$ cat config.mk
export PLATFORM = sky130hd
export DESIGN_NAME = panel_scroll_ctrl_flat
export DESIGN_NICKNAME = d
export VERILOG_FILES = /design/src/rtl/panel_pkg.sv /design/src/rtl/panel_scroll_ctrl_if.sv /design/src/rtl/panel_tick_div.sv /design/src/rtl/panel_scroll_ctrl.sv /design/src/flat_wrapper.sv
export SDC_FILE = /design/constraint.sdc
export NUM_CORES = 1
export LEC_CHECK = 0
export CORE_ASPECT_RATIO = 1.4
export CORE_UTILIZATION = 61
export DETAILED_ROUTE_END_ITERATION = 8
export GPL_TIMING_DRIVEN = 0
export PLACE_DENSITY = 0.81
export SYNTH_ARGS = -nofsm -noshare
export SYNTH_HDL_FRONTEND = slang
export SYNTH_SLANG_ARGS = --single-unit
$ cat constraint.sdc
create_clock -name clk -period 3.2 [get_ports clk]
set_input_delay 0.32 -clock clk [delete_from_list [all_inputs] [get_ports clk]]
set_output_delay 0.32 -clock clk [all_outputs]
set_load 0.05 [all_outputs]
$ cat src/rtl/panel_pkg.sv
// Shared types and constants for the panel scroll sequencer.
// Character geometry, shift-mode codes and FSM state encoding.
package panel_pkg;

    localparam int CHAR_W  = 7;
    localparam int DIGITS  = 4;
    localparam int PANEL_W = CHAR_W * DIGITS;
    localparam int BIT_W   = $clog2(CHAR_W);

    localparam logic [1:0] SH_HOLD = 2'b00;
    localparam logic [1:0] SH_MSB  = 2'b01;
    localparam logic [1:0] SH_LSB  = 2'b10;
    localparam logic [1:0] SH_LOAD = 2'b11;

    typedef enum logic [2:0] {
        ST_IDLE,
        ST_INIT,
        ST_WAIT,
        ST_FETCH,
        ST_SHIFT
    } state_t;

    // Bit b of a character in serial order: LSB-first or MSB-first.
    function automatic logic pick_bit(
        input logic [CHAR_W-1:0] w,
        input logic [BIT_W-1:0]  b,
        input logic              msb_first
    );
        logic [BIT_W-1:0] i;
        i = msb_first ? BIT_W'(CHAR_W - 1) - b : b;
        return w[i];
    endfunction

endpackage

$ cat src/rtl/panel_scroll_ctrl_if.sv
// Control, message-write and register-command bundle of the
// panel scroll sequencer; master = host side, slave = sequencer.
interface panel_scroll_ctrl_if
    import panel_pkg::*;
#(
    parameter int MSG_LEN = 8
);
    localparam int AW = $clog2(MSG_LEN);

    logic              start;
    logic              stop;
    logic              dir;
    logic              msg_we;
    logic [AW-1:0]     msg_waddr;
    logic [CHAR_W-1:0] msg_wdata;
    logic              load;
    logic [1:0]        s;
    logic              m_sig;
    logic [PANEL_W-1:0] d;
    logic              busy;
    logic              done;
    logic [AW-1:0]     char_idx;

    modport master (
        output start, stop, dir, msg_we, msg_waddr, msg_wdata,
        input  load, s, m_sig, d, busy, done, char_idx
    );

    modport slave (
        input  start, stop, dir, msg_we, msg_waddr, msg_wdata,
        output load, s, m_sig, d, busy, done, char_idx
    );

endinterface

$ cat src/rtl/panel_tick_div.sv
// Loadable down-counter with zero flag; times the pause
// between characters.
module panel_tick_div #(
    parameter int W = 16
) (
    input  logic         clk,
    input  logic         clr,
    input  logic         ld,
    input  logic         en,
    input  logic [W-1:0] ld_val,
    output logic         zero
);

    logic [W-1:0] cnt_q;

    // Reload has priority; counting stops at zero.
    always_ff @(posedge clk) begin
        if (clr)
            cnt_q <= '0;
        else if (ld)
            cnt_q <= ld_val;
        else if (en && cnt_q != '0)
            cnt_q <= cnt_q - 1'b1;
    end

    assign zero = (cnt_q == '0);

endmodule

$ cat src/rtl/panel_scroll_ctrl.sv
// Scroll sequencer driving the 28-bit panel shift register.
// Define SCROLL_LOOP_EN to repeat the message until stop or clr.
module panel_scroll_ctrl
    import panel_pkg::*;
#(
    parameter int MSG_LEN  = 8,
    parameter int TICK_DIV = 50000
) (
    input logic clk,
    input logic clr,
    panel_scroll_ctrl_if.slave bus
);

    localparam int AW = $clog2(MSG_LEN);
    localparam int TW = (TICK_DIV > 1) ? $clog2(TICK_DIV) : 1;
    localparam logic [TW-1:0] TICK_LD = TW'(TICK_DIV - 1);
    localparam logic [AW-1:0] LAST = AW'(MSG_LEN - 1);
    localparam logic [BIT_W-1:0] BIT_LAST = BIT_W'(CHAR_W - 1);

    state_t state_q, state_n;

    logic [CHAR_W-1:0] msg_q [MSG_LEN];
    logic [CHAR_W-1:0] buf_q, buf_n;
    logic [BIT_W-1:0]  bit_q, bit_n;
    logic [AW-1:0]     idx_q, idx_n;
    logic              dir_q, dir_n;
    logic              load_q, load_n;
    logic [1:0]        s_q, s_n;
    logic              m_q, m_n;
    logic              busy_q;
    logic              done_q, done_n;
    logic              tick_ld, tick_en, tick_zero;
    logic [1:0]        sh_code;

    assign sh_code = dir_q ? SH_LSB : SH_MSB;

    panel_tick_div #(.W(TW)) u_tick (
        .clk    (clk),
        .clr    (clr),
        .ld     (tick_ld),
        .en     (tick_en),
        .ld_val (TICK_LD),
        .zero   (tick_zero)
    );

    // Message store; writes accepted in every state.
    always_ff @(posedge clk) begin
        if (clr) begin
            for (int i = 0; i < MSG_LEN; i++)
                msg_q[i] <= '0;
        end else if (bus.msg_we) begin
            msg_q[bus.msg_waddr] <= bus.msg_wdata;
        end
    end

    // Next state plus the values every output takes in that state.
    always_comb begin
        state_n = state_q;
        buf_n   = buf_q;
        bit_n   = bit_q;
        idx_n   = idx_q;
        dir_n   = dir_q;
        load_n  = 1'b0;
        s_n     = SH_HOLD;
        m_n     = 1'b0;
        done_n  = 1'b0;
        tick_ld = 1'b0;
        tick_en = 1'b0;
        if (bus.stop) begin
            state_n = ST_IDLE;
        end else begin
            unique case (state_q)
                ST_IDLE: begin
                    if (bus.start) begin
                        dir_n   = bus.dir;
                        idx_n   = '0;
                        load_n  = 1'b1;
                        state_n = ST_INIT;
                    end
                end
                ST_INIT: begin
                    tick_ld = 1'b1;
                    state_n = ST_WAIT;
                end
                ST_WAIT: begin
                    if (tick_zero)
                        state_n = ST_FETCH;
                    else
                        tick_en = 1'b1;
                end
                ST_FETCH: begin
                    buf_n   = msg_q[idx_q];
                    bit_n   = '0;
                    s_n     = sh_code;
                    m_n     = pick_bit(msg_q[idx_q], '0, dir_q);
                    state_n = ST_SHIFT;
                end
                ST_SHIFT: begin
                    if (bit_q == BIT_LAST) begin
                        if (idx_q == LAST) begin
                            done_n = 1'b1;
`ifdef SCROLL_LOOP_EN
                            idx_n   = '0;
                            tick_ld = 1'b1;
                            state_n = ST_WAIT;
`else
                            state_n = ST_IDLE;
`endif
                        end else begin
                            idx_n   = idx_q + 1'b1;
                            tick_ld = 1'b1;
                            state_n = ST_WAIT;
                        end
                    end else begin
                        bit_n = bit_q + 1'b1;
                        s_n   = sh_code;
                        m_n   = pick_bit(buf_q, bit_q + 1'b1, dir_q);
                    end
                end
                default: state_n = ST_IDLE;
            endcase
        end
    end

    // State and registered outputs.
    always_ff @(posedge clk) begin
        if (clr) begin
            state_q <= ST_IDLE;
            buf_q   <= '0;
            bit_q   <= '0;
            idx_q   <= '0;
            dir_q   <= 1'b0;
            load_q  <= 1'b0;
            s_q     <= SH_HOLD;
            m_q     <= 1'b0;
            busy_q  <= 1'b0;
            done_q  <= 1'b0;
        end else begin
            state_q <= state_n;
            buf_q   <= buf_n;
            bit_q   <= bit_n;
            idx_q   <= idx_n;
            dir_q   <= dir_n;
            load_q  <= load_n;
            s_q     <= s_n;
            m_q     <= m_n;
            busy_q  <= (state_n != ST_IDLE);
            done_q  <= done_n;
        end
    end

    assign bus.load     = load_q;
    assign bus.s        = s_q;
    assign bus.m_sig    = m_q;
    assign bus.d        = '0;
    assign bus.busy     = busy_q;
    assign bus.done     = done_q;
    assign bus.char_idx = idx_q;

endmodule

$ cat src/flat_wrapper.sv
// flat-port wrapper written by rule: the top's interface ports become plain ports
module panel_scroll_ctrl_flat import panel_pkg::*;
#(
    parameter int MSG_LEN  = 8,
    parameter int TICK_DIV = 50000
)
  (clk, clr, bus_start, bus_stop, bus_dir, bus_msg_we, bus_msg_waddr, bus_msg_wdata, bus_load, bus_s, bus_m_sig, bus_d, bus_busy, bus_done, bus_char_idx);
  panel_scroll_ctrl_if #(.MSG_LEN(MSG_LEN)) bus_i ();
  input logic clk;
  input logic clr;
  input wire logic [$bits(bus_i.start)-1:0] bus_start;
  input wire logic [$bits(bus_i.stop)-1:0] bus_stop;
  input wire logic [$bits(bus_i.dir)-1:0] bus_dir;
  input wire logic [$bits(bus_i.msg_we)-1:0] bus_msg_we;
  input wire logic [$bits(bus_i.msg_waddr)-1:0] bus_msg_waddr;
  input wire logic [$bits(bus_i.msg_wdata)-1:0] bus_msg_wdata;
  output wire logic [$bits(bus_i.load)-1:0] bus_load;
  output wire logic [$bits(bus_i.s)-1:0] bus_s;
  output wire logic [$bits(bus_i.m_sig)-1:0] bus_m_sig;
  output wire logic [$bits(bus_i.d)-1:0] bus_d;
  output wire logic [$bits(bus_i.busy)-1:0] bus_busy;
  output wire logic [$bits(bus_i.done)-1:0] bus_done;
  output wire logic [$bits(bus_i.char_idx)-1:0] bus_char_idx;
  assign bus_i.start = bus_start;
  assign bus_i.stop = bus_stop;
  assign bus_i.dir = bus_dir;
  assign bus_i.msg_we = bus_msg_we;
  assign bus_i.msg_waddr = bus_msg_waddr;
  assign bus_i.msg_wdata = bus_msg_wdata;
  assign bus_load = bus_i.load;
  assign bus_s = bus_i.s;
  assign bus_m_sig = bus_i.m_sig;
  assign bus_d = bus_i.d;
  assign bus_busy = bus_i.busy;
  assign bus_done = bus_i.done;
  assign bus_char_idx = bus_i.char_idx;
  panel_scroll_ctrl #(.MSG_LEN(MSG_LEN), .TICK_DIV(TICK_DIV)) u_core (.clk(clk), .clr(clr), .bus(bus_i));
endmodule
==> reports/metrics.yaml <==
critical_path:
  end_kind: "flip-flop"
  cpPeakStageDelay_ns: 0.62
  critPathRequiredTime_ns: 3.26
  path_cells: "clkdlybuf4s50_1 -> or3b_2 -> nor3_1 -> or2_2"
  crit_type: "input pin to flip-flop"
  worstPathArrival_ns: 2.28
  critPathLaunchType: "input pin"
  crit_fanout: 8
  cpMaxStageDelayCell: "nor3_1"
sta:
  slew_violations: 0
  skew_ns: 0.01175
  fin_crit_ns: 2.227
  rsz0062_at_grt: "no"
  max_freq_ghz: 0.4490
  min_period_over_period: 0.6960
  finalHoldViolations: 0
  setup_viol: 0
  tightest_slew_ns: 0.8345
  maxSlewHeadroom: 0.4386
  final.setup.tns_ns: 0
die:
  die_x_um: 76.77
  fp.coreArea_um2: 7453
  die_area_um2: 8190
  ioPinCount: 53
  start_util: 0.6406
  die_h_um: 106.7
  placementRows: 37
route:
  top_layer: "met4"
  drt_iter0_drc: 184
  wl_met1_um: 3404
  wl_met3_um: 203
  dr_total_vias: 3040
  ant_nets: 0
  totalWireLength_um: 8936
  avgRoutedWirePerCell_um: 15.93
  met2_length_um: 5059
  firstDrtPassIters: 4
  drc: 0
  post_drt_via_cell_ratio: 5.419
synthesis:
  synth_ff_type: "edfxtp_1"
  synthCells: 399
  ys_ff_latch: 98
  syn_area_per_cell_um2: 11.97
  yosysMostFrequentCell: "and2_1"
  yosysTopAreaCell: "edfxtp_1"
  synth_edf_count: 56
  synth-seq-area-share: 0.5283
  synth.top_cells.by_area: "edfxtp_1, dfxtp_1, and2_1"
  yosys.area.top_type_share: 0.3522
  ys_top_cells_by_count: "and2_1, edfxtp_1, dfxtp_1"
  yosys_warnings: 0
  yosysUniqueCellTypes: 51
  async_flop_share: 0
  syn_area_um2: 4775
clock_tree:
  clkSinkCount: 98
  cts_tree: "done"
  cts_root_buf: "clkbuf_8"
  cts_max_level: 3
  cts_made_buffers: 9
  postCtsSetupRepairBufs: 0
  clk_latency_ns: 0.36
  clk_pin_slew_worst_paths_ns: 0.10
  cts.path.max_buffers: 2
  hold_buffers: 0
  cts_resized: 0
global_route:
  grt_use_total: 0.2391
  grt_max_degree: 19
  grt_overflow_total: 0
  grt_pass1_vias: 3114
  grt_pass1_wl_um: 14860
  antenna_found_initial: 0
finish:
  diodes: 0
  fillers: 533
  finalNetCount: 481
  final_core_util: 0.7245
  area_growth_pct: 13.10
  drive_above_1_share: 0.1961
flow_run:
  maxCapViolations: 0
power:
  pwr_density_cell_nw_per_um2: 451.3
  power.total_mw: 2.437
  vdd_ir_drop_max_v: 0.0003455
  p_leak_nw: 1.934
placed_design:
  numPortBuffers: 22
  routabilityCongestion: 0.7728
  hpwl_um: 6813
status:
  status: "finished clean"
hold_path:
  hp-class: "input pin to flip-flop"
-- area by class of cell --
cell class / count / area [um2] / share of cell area
clock buffer: 9 / 123.9 / 0.02294
clock inverter: 7 / 58.81 / 0.01089
sequential: 98 / 2522 / 0.4671
tap: 97 / 121.4 / 0.02247
multi-input combinational: 278 / 2044 / 0.3786
buffer: 44 / 286.5 / 0.05306
inverter: 6 / 22.52 / 0.004171
timing repair buffer: 22 / 220.2 / 0.04078
-- per-layer routing --
| metal | track usage | vias up |
|---|---|---|
| li1 | - | 1497 |
| met1 | 0.2598 | 1465 |
| met2 | 0.4452 | 59 |
| met3 | 0.03149 | 19 |
| met4 | 0.1305 | 0 |
| met5 | 0 | - |
-- kinds of logic (layout without fill, tap and decap cells) --
kind of cell    count (synthesis)  in the layout  share of synthesized area
other cells                     1             28                  0.0007854
compound gates                 43             43                    0.06316
buf+inv                        50             88                    0.06473
fa+ha+maj                       6              6                    0.01572
flops                          98             98                     0.5283
mux                            27             27                    0.09355
xor+xnor                       16             16                    0.02935
simple gates                  158            158                     0.2044
-- sequential cells by signal (all words and copies together) (netlist names), named ones only --
signal	cells
u_core.bus.char_idx	3
u_core.u_tick.cnt_q	16
u_core.bus.busy	1
u_core.bus.done	1
u_core.buf_q	7
u_core.state_q	3
u_core.bit_q	3
u_core.bus.s	2
u_core.bus.load	1
u_core.bus.m_sig	1
u_core.msg_q	56
u_core.dir_q	1
-- worst max-delay path: cells and delay by family --
kind,cells,cell delay (ns)
and+or+nand+nor,3,1.45
buffers and inverters,1,0.52
-- final timing paths --
| kind | from | to | slack [ns] | cells past startpoint |
|---|---|---|---|---|
| hold / removal | bus_stop | u_core.bus.done$_SDFF_PP0_ | 0.22 | 2 |
| hold reg to reg | u_core.buf_q[4]$_SDFFE_PP0P_ | u_core.buf_q[4]$_SDFFE_PP0P_ | 0.50 | 2 |
| setup reg to reg | u_core.bit_q[0]$_SDFFE_PP0P_ | u_core.bus.m_sig$_SDFF_PP0_ | 1.22 | 7 |
| setup / recovery | bus_msg_we | u_core.msg_q[0][6]$_SDFFCE_PN0P_ | 0.97 | 4 |
-- cells in the final DEF (no fill, tap or decap), types with 5 or more instances in the layout --
| master | instances |
|---|---|
| nand2b_1 | 5 |
| a21oi_1 | 18 |
| nand4_1 | 5 |
| ha_1 | 6 |
| clkbuf_1 | 9 |
| dfxtp_1 | 42 |
| or2_2 | 11 |
| edfxtp_1 | 56 |
| clkdlybuf4s50_1 | 22 |
| inv_1 | 6 |
| nand3_1 | 5 |
| mux2i_1 | 12 |
| mux4_2 | 14 |
| xnor2_1 | 13 |
| a211oi_1 | 10 |
| buf_4 | 29 |
| nand2_1 | 9 |
| nor2_1 | 30 |
| and2_1 | 58 |
| nor3_1 | 10 |
| conb_1 | 28 |
| clkbuf_8 | 9 |
-- report_power, final --
| part | internal, mW | total (mW) | switching (mW) |
|---|---|---|---|
| logic | 0.104 | 0.289 | 0.185 |
| registers | 1.38 | 1.40 | 0.0214 |
| clock network | 0.296 | 0.745 | 0.448 |
| total | 1.78 | 2.44 | 0.655 |
-- stage by stage --
step / setup slack (ns) / instance area, um2 / instances / hold WS [ns]
global placement: 0.7516 / 5218 / 545 / 0.4842
detailed placement: 0.7075 / 5218 / 545 / 0.4962
floorplan: 1.405 / 4876 / 426 / 0.4560
global route: 0.9320 / 5400 / 561 / 0.2245
finish: 0.9727 / 5400 / 561 / 0.2216
CTS: 1.016 / 5400 / 561 / 0.2176
No activity file was read; power rests on OpenSTA's default activity.
